`config.mk`:
```
export PLATFORM = sky130hd
export DESIGN_NAME = uart_apb_arbiter
export DESIGN_NICKNAME = d
export VERILOG_FILES = /design/src/rtl/uart_apb_arbiter.sv
export SDC_FILE = /design/constraint.sdc
export NUM_CORES = 1
export LEC_CHECK = 0
export BUFFER_PORTS_ARGS = -buffer_cell sky130_fd_sc_hd__buf_2
export CAP_MARGIN = 20
export CORE_AREA = 2 2 118 120
export DETAILED_ROUTE_END_ITERATION = 8
export DIE_AREA = 0 0 120 122
export GPL_TIMING_DRIVEN = 1
export PLACE_DENSITY = 0.67
export SKIP_LAST_GASP = 1
export SLEW_MARGIN = 20
export SYNTH_ARGS = -nofsm -noshare
export SYNTH_HDL_FRONTEND = slang
export SYNTH_SLANG_ARGS = --single-unit
```
`constraint.sdc`:
```
create_clock -name clk_i -period 1.4 [get_ports clk_i]
set_input_delay 0.28 -clock clk_i [delete_from_list [all_inputs] [get_ports clk_i]]
set_output_delay 0.28 -clock clk_i [all_outputs]
set_load 0.02 [all_outputs]
```
`src/rtl/uart_apb_arbiter.sv`:
```
// Round-robin APB arbiter that shares the UART APB completer among NrReq requesters.
// Define UART_APB_ARB_TIMEOUT_EN to add the ACCESS-phase watchdog.

module uart_apb_arbiter_chk #(
    parameter int unsigned NrReq         = 2,
    parameter int unsigned TimeoutCycles = 255
) (
    input  logic             clk_i,
    input  logic             rst_ni,
    input  logic [NrReq-1:0] req_psel_i,
    input  logic [NrReq-1:0] req_penable_i,
    input  logic [NrReq-1:0] req_pready_o
);

    tmo_range: assert property (@(posedge clk_i) (TimeoutCycles >= 32'd1) && (TimeoutCycles <= 32'd65535));

    penable_needs_psel: assert property (@(posedge clk_i) disable iff (!rst_ni)
        (req_penable_i & ~req_psel_i) == {NrReq{1'b0}});

    pready_onehot: assert property (@(posedge clk_i) disable iff (!rst_ni)
        $onehot0(req_pready_o));

endmodule

module uart_apb_arbiter #(
    parameter int unsigned NrReq         = 2,
    parameter int unsigned AddrWidth     = 32,
    parameter int unsigned DataWidth     = 32,
    parameter int unsigned TimeoutCycles = 255
) (
    input  logic                            clk_i,
    input  logic                            rst_ni,
    input  logic [NrReq-1:0]                req_psel_i,
    input  logic [NrReq-1:0]                req_penable_i,
    input  logic [NrReq-1:0]                req_pwrite_i,
    input  logic [NrReq-1:0][AddrWidth-1:0] req_paddr_i,
    input  logic [NrReq-1:0][DataWidth-1:0] req_pwdata_i,
    output logic [NrReq-1:0][DataWidth-1:0] req_prdata_o,
    output logic [NrReq-1:0]                req_pready_o,
    output logic [NrReq-1:0]                req_pslverr_o,
    output logic                            uart_psel_o,
    output logic                            uart_penable_o,
    output logic                            uart_pwrite_o,
    output logic [AddrWidth-1:0]            uart_paddr_o,
    output logic [DataWidth-1:0]            uart_pwdata_o,
    input  logic [DataWidth-1:0]            uart_prdata_i,
    input  logic                            uart_pready_i,
    input  logic                            uart_pslverr_i
);

    localparam int unsigned IdxW = (NrReq > 1) ? $clog2(NrReq) : 1;
    typedef logic [IdxW-1:0] idx_t;

    typedef enum logic [1:0] {
        ST_IDLE   = 2'b00,
        ST_SETUP  = 2'b01,
        ST_ACCESS = 2'b10
    } state_e;

    state_e                 state_r;
    state_e                 state_s;
    idx_t                   grant_r;
    idx_t                   rr_ptr_r;
    idx_t                   pick_s;
    idx_t                   cand_idx_s;
    idx_t                   rr_next_s;
    int unsigned            cand_s;
    logic                   any_req_s;
    logic                   done_s;
    logic                   timeout_s;
    logic                   pwrite_r;
    logic [AddrWidth-1:0]   paddr_r;
    logic [DataWidth-1:0]   pwdata_r;

    // Round-robin search: first PSEL at or above rr_ptr_r, wrapping to index 0.
    always_comb begin
        pick_s     = rr_ptr_r;
        any_req_s  = 1'b0;
        cand_s     = 32'd0;
        cand_idx_s = rr_ptr_r;
        for (int unsigned i = 0; i < NrReq; i++) begin
            cand_s = 32'(rr_ptr_r) + i;
            if (cand_s >= NrReq) begin
                cand_s = cand_s - NrReq;
            end else begin
                cand_s = cand_s;
            end
            cand_idx_s = idx_t'(cand_s);
            if (!any_req_s && req_psel_i[cand_idx_s]) begin
                any_req_s = 1'b1;
                pick_s    = cand_idx_s;
            end else begin
                any_req_s = any_req_s;
            end
        end
    end

    // Pointer moves to the requester after the one just served.
    always_comb begin
        if (grant_r == idx_t'(NrReq - 1)) begin
            rr_next_s = {IdxW{1'b0}};
        end else begin
            rr_next_s = grant_r + idx_t'(1);
        end
    end

`ifdef UART_APB_ARB_TIMEOUT_EN
    logic [15:0] tmo_cnt_r;

    // Watchdog counter: cleared on SETUP entry, counts unanswered ACCESS cycles.
    always_ff @(posedge clk_i or negedge rst_ni) begin
        if (!rst_ni) begin
            tmo_cnt_r <= 16'd0;
        end else if ((state_r == ST_IDLE) && any_req_s) begin
            tmo_cnt_r <= 16'd0;
        end else if ((state_r == ST_ACCESS) && !uart_pready_i) begin
            tmo_cnt_r <= tmo_cnt_r + 16'd1;
        end else begin
            tmo_cnt_r <= tmo_cnt_r;
        end
    end

    // The count includes the current cycle, so the limit hits on the TimeoutCycles-th ACCESS cycle.
    assign timeout_s = (state_r == ST_ACCESS) && !uart_pready_i &&
                       (tmo_cnt_r == 16'(TimeoutCycles - 32'd1));
`else
    assign timeout_s = 1'b0;
`endif

    // Next-state logic for the IDLE/SETUP/ACCESS sequencer.
    always_comb begin
        state_s = state_r;
        done_s  = 1'b0;
        case (state_r)
            ST_IDLE: begin
                if (any_req_s) begin
                    state_s = ST_SETUP;
                end else begin
                    state_s = ST_IDLE;
                end
            end
            ST_SETUP: begin
                state_s = ST_ACCESS;
            end
            ST_ACCESS: begin
                if (uart_pready_i || timeout_s) begin
                    state_s = ST_IDLE;
                    done_s  = 1'b1;
                end else begin
                    state_s = ST_ACCESS;
                end
            end
            default: begin
                state_s = ST_IDLE;
            end
        endcase
    end

    // State register.
    always_ff @(posedge clk_i or negedge rst_ni) begin
        if (!rst_ni) begin
            state_r <= ST_IDLE;
        end else begin
            state_r <= state_s;
        end
    end

    // Grant, pointer and latched transfer fields; fields are frozen from SETUP through ACCESS.
    always_ff @(posedge clk_i or negedge rst_ni) begin
        if (!rst_ni) begin
            grant_r  <= {IdxW{1'b0}};
            rr_ptr_r <= {IdxW{1'b0}};
            pwrite_r <= 1'b0;
            paddr_r  <= {AddrWidth{1'b0}};
            pwdata_r <= {DataWidth{1'b0}};
        end else begin
            if ((state_r == ST_IDLE) && any_req_s) begin
                grant_r  <= pick_s;
                pwrite_r <= req_pwrite_i[pick_s];
                paddr_r  <= req_paddr_i[pick_s];
                pwdata_r <= req_pwdata_i[pick_s];
            end
            if (done_s) begin
                rr_ptr_r <= rr_next_s;
            end
        end
    end

    // Response routing; a requester that already dropped PSEL never sees its response.
    always_comb begin
        req_pready_o  = {NrReq{1'b0}};
        req_pslverr_o = {NrReq{1'b0}};
        req_prdata_o  = {(NrReq * DataWidth){1'b0}};
        if (done_s && req_psel_i[grant_r]) begin
            req_pready_o[grant_r] = 1'b1;
            if (uart_pready_i) begin
                req_pslverr_o[grant_r] = uart_pslverr_i;
                req_prdata_o[grant_r]  = uart_prdata_i;
            end else begin
                req_pslverr_o[grant_r] = 1'b1;
            end
        end else begin
            req_pready_o = {NrReq{1'b0}};
        end
    end

    assign uart_psel_o    = (state_r != ST_IDLE);
    assign uart_penable_o = (state_r == ST_ACCESS);
    assign uart_pwrite_o  = pwrite_r;
    assign uart_paddr_o   = paddr_r;
    assign uart_pwdata_o  = pwdata_r;

    uart_apb_arbiter_chk #(
        .NrReq         (NrReq),
        .TimeoutCycles (TimeoutCycles)
    ) u_chk (
        .clk_i         (clk_i),
        .rst_ni        (rst_ni),
        .req_psel_i    (req_psel_i),
        .req_penable_i (req_penable_i),
        .req_pready_o  (req_pready_o)
    );

endmodule
```
==> results.py, run 1 <==
metrics = {
    "status": {
        "run_status": "finished, violations left",
        "violations": "negative setup slack",
    },
    "global_route": {
        "grt_pass1_wl_um": 22900,
        "grt_usage_pct": 19.67,
        "first_global_vias": 4473,
        "overflow": 0,
        "grt_antenna_before_repair": 1,
        "grt_max_degree": 70,
    },
    "sta": {
        "slew_viol_final": 0,
        "fin_crit_ns": 1.950,
        "finalSetupViolCount": 128,
        "hold_viol_final": 0,
        "setup_tns_ns": -35.79,
        "rsz0062_at_grt": "yes",
        "timing.slew.headroom_pct": 71.19,
        "finalWorstSetupSlack_ns": -0.5502,
        "worstMarginPinSlew_ns": 0.4276,
        "hold_ws_ns": 0.2244,
        "finalCritPeriodShare_pct": 139.3,
        "max_clock_freq_ghz": 0.5128,
        "finalClockSkew_ns": 0.008898,
    },
    "finish": {
        "most-common-layout-cells": "buf_2, dfrtp_1, nand3b_1, o21ai_0, a21oi_1",
        "final_common_cell": "buf_2",
        "finalNonFillerCells": 952,
        "drive_above_1_share_pct": 57.51,
        "layout.nets": 938,
        "num_antenna_cells": 0,
        "area_delta_synth_final_pct": 71.25,
    },
    "placement": {
        "preCtsSetupSlack_ns": -0.2471,
        "dp_cells": 916,
        "port_buffers": 302,
        "hpwl_um": 10380,
        "gp_congestion": 0.8213,
    },
    "floorplan": {
        "num_rows": 43,
        "boundaryPins": 305,
        "core_area_mm2": 0.01350,
        "initial_core_util_pct": 30.10,
        "die_area_mm2": 0.01464,
        "die_w_um": 120,
        "die_h_um": 122,
    },
    "worst_setup_path": {
        "startpoint_type": "register",
        "max_stage_delay_ns": 0.36,
        "cp_top_family": "simple AND/OR/NAND/NOR gates",
        "cp.arrival_ns": 1.67,
        "critPathCaptureType": "output pin",
        "critical_path_required_ns": 1.12,
        "crit_chain": "nand3b_1 > nor3b_4 > buf_12 > and2_2 > buf_2",
        "crit_type": "register to output pin",
        "cp_slowest_cell": "dfrtp_1",
        "cp.buffers_inverters": 2,
        "critPathMaxFanout": 34,
    },
    "logic_synthesis": {
        "avgSynthCellArea_um2": 8.668,
        "syn_inst": 469,
        "yosysWarnings": 0,
        "synthAdderAreaFrac_pct": 0,
        "ys_seq_elements": 69,
        "synth_simple_gate_area_share_pct": 23.88,
        "synth_compound_area_share_pct": 26.56,
        "synthMuxAreaShare_pct": 0.5232,
        "synth_area_mm2": 0.004065,
        "synth.distinct_cells": 23,
        "synth_top_family_by_area": "compound AO/OA/AOI/OAI gates",
        "synth-seq-area-share_pct": 42.47,
        "synth-xor-area-share_pct": 0,
        "syn_nets": 639,
    },
    "drt": {
        "via_per_inst": 5.066,
        "drc": 0,
        "ant_nets": 0,
        "num_vias": 4823,
        "first_iter_violations": 209,
        "routed_wl_um": 16470,
        "dr.pass1.iters": 4,
        "wl_per_cell_um": 17.30,
    },
    "cts": {
        "cts_root_buf": "clkbuf_16",
        "clock-sinks": 69,
        "h-tree-depth": 3,
        "clock_latency_ns": 0.33,
        "cts_buffers": 9,
        "clk_path_buf_depth": 2,
        "cts_tree": "yes",
        "clk_transition_reported_paths_ns": 0.05,
    },
    "pwr": {
        "leakage_nw": 3.261,
        "finalPower_w": 0.01472,
        "powerDensity_mw_per_mm2": 2115,
        "peakVddDrop_mv": 0.9513,
    },
    "worst_hold_path": {
        "min_path_type": "primary input to register",
    },
    "run": {
        "cap_viol_max_count": 0,
    },
}
-- worst min-delay path: cells and delay by family --
kind | cells | cell delay, ns
buffers and inverters | 1 | 0.09
AO/OA/AOI/OAI | 2 | 0.14
-- cell usage after synthesis --
library cell | count | area share (%)
a21bo_2 | 1 | 0.25
a21boi_1 | 1 | 0.18
a21oi_1 | 65 | 8.0
a31oi_1 | 65 | 10
and2_1 | 67 | 10
buf_1 | 3 | 0.28
buf_2 | 6 | 0.74
buf_4 | 2 | 0.37
buf_6 | 5 | 1.4
clkbuf_1 | 40 | 3.7
dfrtp_1 | 69 | 42
inv_1 | 1 | 0.092
mux2_2 | 1 | 0.28
mux2i_1 | 1 | 0.25
nand2_1 | 2 | 0.18
nand2b_1 | 1 | 0.15
nand3b_1 | 66 | 12
nor2_1 | 3 | 0.28
nor2_2 | 1 | 0.15
nor2b_1 | 1 | 0.15
nor3b_2 | 1 | 0.31
o21ai_0 | 66 | 8.1
or2_1 | 1 | 0.15
-- registers in the layout, indices dropped and copies added (netlist names) --
signal and cells:
uart_pwrite_o 1, uart_paddr_o 32, uart_pwdata_o 32, grant_r 1
rr_ptr_r 1, state_r 2
-- where the power goes --
part           switching, W  internal [W]  total [W]  leakage (nW)
clock              0.000840       0.00146    0.00230         0.147
sequential         0.000579       0.00303    0.00361         0.774
combinational       0.00490       0.00391    0.00882          2.34
total               0.00632       0.00840     0.0147          3.26
-- path summary, 6_finish.rpt --
path                                                from                             to  slack (ns)  depth (start not counted)
setup / recovery                    state_r[0]$_DFF_PN0_               req_prdata_o[11]       -0.55                          5
hold / removal                           req_paddr_i[19]   uart_paddr_o[19]$_DFFE_PN0P_        0.22                          3
setup reg to reg                    state_r[1]$_DFF_PN0_  uart_pwdata_o[18]$_DFFE_PN0P_       -0.09                          7
hold reg to reg            uart_pwdata_o[17]$_DFFE_PN0P_  uart_pwdata_o[17]$_DFFE_PN0P_        0.54                          2
max in group asynchronous                         rst_ni           rr_ptr_r$_DFFE_PN0P_        0.58                          3
min in group asynchronous                         rst_ni   uart_paddr_o[25]$_DFFE_PN0P_        0.51                          3
-- kinds of logic after synthesis --
group / Yosys count
simple gates: 143
mux: 2
buf+inv: 57
flops: 69
compound gates: 198
-- repair_timing --
action,CTS,global route
hold buffers,1,0
gates resized for setup,7,44
cloned,2,8
setup endpoints to repair,72,130
setup buffers,3,7
pin swaps,1,0
endpoints found under the hold margin,69,0
-- stage by stage --
| step | cell area (um^2) | utilization, % |
|---|---|---|
| floorplan | 4193 | - |
| global placement | 5969 | 44.20 |
| detailed placement | 5969 | 44.20 |
| CTS | 6387 | 47.30 |
| global route | 6962 | 51.55 |
| finish | 6962 | 51.55 |
-- area by class of cell --
type	instances	area, um^2
inverter	1	3.754
sequential	69	1728
fill	1305	6543
clock buffer	11	252.7
multi-input combinational	343	2484
timing repair buffer	344	2221
tap	180	225.2
clock inverter	4	47.55
-- routing by layer --
layer  track usage [%]  vias to the layer above  share of wire (%)
met1             22.58                     2291                 39
met5                 0                        -              0.079
met4             5.074                        2                1.4
li1                  -                     2299                  -
met2             36.04                      209                 52
met3             5.384                       22                7.4
Note: power is estimated with default switching activity, not from simulation.
==> inputs of run 2 (changes only) <==
--- a/config.mk
+++ b/config.mk
@@ -7,11 +7,11 @@
 export LEC_CHECK = 0
 export BUFFER_PORTS_ARGS = -buffer_cell sky130_fd_sc_hd__buf_2
 export CAP_MARGIN = 20
-export CORE_AREA = 2 2 118 120
+export CORE_AREA = 2 2 119 121
 export DETAILED_ROUTE_END_ITERATION = 8
-export DIE_AREA = 0 0 120 122
+export DIE_AREA = 0 0 121 123
 export GPL_TIMING_DRIVEN = 1
-export PLACE_DENSITY = 0.67
+export PLACE_DENSITY = 0.64
 export SKIP_LAST_GASP = 1
 export SLEW_MARGIN = 20
 export SYNTH_ARGS = -nofsm -noshare
==> constraint.sdc (replaced) <==
create_clock -name clk_i -period 2.2 [get_ports clk_i]
set_input_delay 0.44 -clock clk_i [delete_from_list [all_inputs] [get_ports clk_i]]
set_output_delay 0.44 -clock clk_i [all_outputs]
set_load 0.02 [all_outputs]
==> run 2 against run 1 <==
The run still ends with negative setup slack left. Via count decreased by 0.66%. Critical path depth increased by 1. Clock skew decreased by 0.0016 ns. Final area decreased by 6.1%. Register-to-register slack improved by 0.59 ns. Clock power decreased by 19%. Sequential share of layout area increased by 1.6 points. Final cell count decreased by 1.6%. Critical path type unchanged. Largest cell class unchanged. Largest power group unchanged.
==> results.py, run 2 (synthesized netlist as in run 1, its figures left out) <==
metrics = {
    "status": {
        "run_status": "finished, violations left",
        "violations": "negative setup slack",
    },
    "global_route": {
        "first_global_vias": 4704,
        "grt_pass1_wl_um": 23630,
        "grt_usage_pct": 20.17,
        "overflow": 0,
        "grt_max_degree": 89,
        "grt_antenna_before_repair": 4,
    },
    "placement": {
        "hpwl_um": 10870,
        "gp_congestion": 0.7730,
        "dpl_cell_area_mm2": 0.005732,
        "port_buffers": 302,
        "dp_cells": 909,
    },
    "pwr": {
        "peakVddDrop_mv": 0.4681,
        "internal-power_w": 0.004744,
        "power_frac_comb_pct": 49.9,
        "p_seq_share_pct": 27.5,
        "p_switching_w": 0.003500,
        "switching_share_pct": 42.46,
        "leakage_nw": 3.073,
        "powerDensity_mw_per_mm2": 1261,
        "clockPowerShare_pct": 22.6,
    },
    "sta": {
        "finalCritPeriodShare_pct": 102.6,
        "slew_viol_final": 0,
        "fin_crit_ns": 2.257,
        "setup_tns_ns": -1.349,
        "max_clock_freq_ghz": 0.4430,
        "finalSetupViolCount": 54,
        "worstMarginPinSlew_ns": 0.7407,
        "finalWorstSetupSlack_ns": -0.05722,
        "hold_ws_ns": 0.08253,
        "timing.slew.headroom_pct": 50.62,
        "rsz0062_at_grt": "yes",
        "finalClockSkew_ns": 0.007273,
        "hold_viol_final": 0,
    },
    "cts": {
        "cts_buffers": 9,
        "clk_path_buf_depth": 2,
        "cts_hold_buf": 0,
        "cts_tree": "yes",
        "clock_latency_ns": 0.33,
        "h-tree-depth": 3,
        "clk_transition_reported_paths_ns": 0.06,
        "clock-sinks": 69,
        "cts_root_buf": "clkbuf_16",
    },
    "finish": {
        "final_util_pct": 48.02,
        "most-common-layout-cells": "buf_2, dfrtp_1, nand3b_1, o21ai_0",
        "layout.nets": 919,
        "finalNonFillerCells": 937,
        "design_area_mm2": 0.006536,
        "area_delta_synth_final_pct": 60.79,
        "drive_above_1_share_pct": 49.47,
        "final_common_cell": "buf_2",
    },
    "worst_setup_path": {
        "crit_chain": "nand3b_1 > buf_4 > nor2_4 > clkbuf_16 > and2_1 > buf_2",
        "max_stage_delay_ns": 0.37,
        "cp_slowest_cell": "dfrtp_1",
        "crit_type": "register to output pin",
        "critPathMaxFanout": 17,
        "critical_path_required_ns": 1.76,
        "critPathCaptureType": "output pin",
        "startpoint_type": "register",
        "cp.arrival_ns": 1.82,
    },
    "drt": {
        "first_iter_violations": 306,
        "ant_nets": 0,
        "dr.pass1.iters": 4,
        "top_layer": "met4",
        "wl_per_cell_um": 17.29,
        "num_vias": 4791,
        "m1WireLength_um": 6284,
        "routed_wl_um": 16200,
        "drc": 0,
        "via_per_inst": 5.113,
        "wl_met2_um": 8428,
        "met3_length_um": 1035,
    },
    "run": {
        "cap_viol_max_count": 0,
    },
    "floorplan": {
        "initial_core_util_pct": 29.86,
        "boundaryPins": 305,
        "die_h_um": 123,
        "num_rows": 43,
        "core_area_mm2": 0.01361,
        "die_area_mm2": 0.01488,
        "die_w_um": 121,
    },
    "worst_hold_path": {
        "min_path_type": "primary input to asynchronous set/reset pin",
    },
}
==> run 2: routing by layer <==
metal | vias up | track usage (%)
met2 | 223 | 36.45
met5 | - | 0
met4 | 0 | 9.375
li1 | 2259 | -
met3 | 27 | 2.906
met1 | 2282 | 23.54
==> run 2: what timing repair did <==
| action | 4_1_cts | 5_1_grt |
|---|---|---|
| buffers inserted | 3 | 3 |
| endpoints found under the setup margin | 50 | 68 |
| pin swaps | 2 | 2 |
| cloned | 1 | 2 |
| resized for setup | 17 | 81 |
==> run 2: cell type report <==
cell class | count | area [um^2]
antenna | 3 | 7.507
inverter | 1 | 3.754
sequential | 69 | 1727
multi-input combinational | 343 | 2168
clock buffer | 11 | 252.7
fill | 1334 | 7076
tap | 180 | 225.2
timing repair buffer | 325 | 2023
clock inverter | 5 | 128.9
==> run 2: per-stage QoR <==
step           worst slack, ns  power (W)
2_1_floorplan           0.3404   0.004876
3_3_place_gp            0.2880   0.006194
3_5_place_dp            0.2903   0.006234
4_1_cts               -0.03268   0.008185
5_1_grt                -0.1400   0.008785
6_report              -0.05722   0.008244
==> run 2: final timing paths <==
kind / start / cells past startpoint / to / slack, ns
min: rst_ni / 2 / uart_pwdata_o[15]$_DFFE_PN0P_ / 0.08
min in group clk_i: req_paddr_i[5] / 3 / uart_paddr_o[5]$_DFFE_PN0P_ / 0.37
max reg2reg: state_r[0]$_DFF_PN0_ / 6 / uart_paddr_o[13]$_DFFE_PN0P_ / 0.50
max: state_r[0]$_DFF_PN0_ / 6 / req_prdata_o[54] / -0.06
min reg2reg: uart_pwdata_o[12]$_DFFE_PN0P_ / 2 / uart_pwdata_o[12]$_DFFE_PN0P_ / 0.54
max in group asynchronous: rst_ni / 2 / state_r[0]$_DFF_PN0_ / 1.79
==> run 2: critical path, delay by kind of cell, from the launching register on <==
| kind | cells | cell delay [ns] |
|---|---|---|
| flops | 1 | 0.37 |
| buf+inv | 3 | 0.56 |
| simple gates | 3 | 0.56 |
==> run 2: power groups by stage <==
stage / registers [W] / logic [W] / clock network (W)
after floorplan: 0.00302 / 0.00186 / 0
after global placement: 0.00227 / 0.00392 / 0
after detailed placement: 0.00229 / 0.00394 / 0
after CTS: 0.00226 / 0.00402 / 0.00190
after global routing: 0.00234 / 0.00448 / 0.00196
final: 0.00227 / 0.00412 / 0.00186
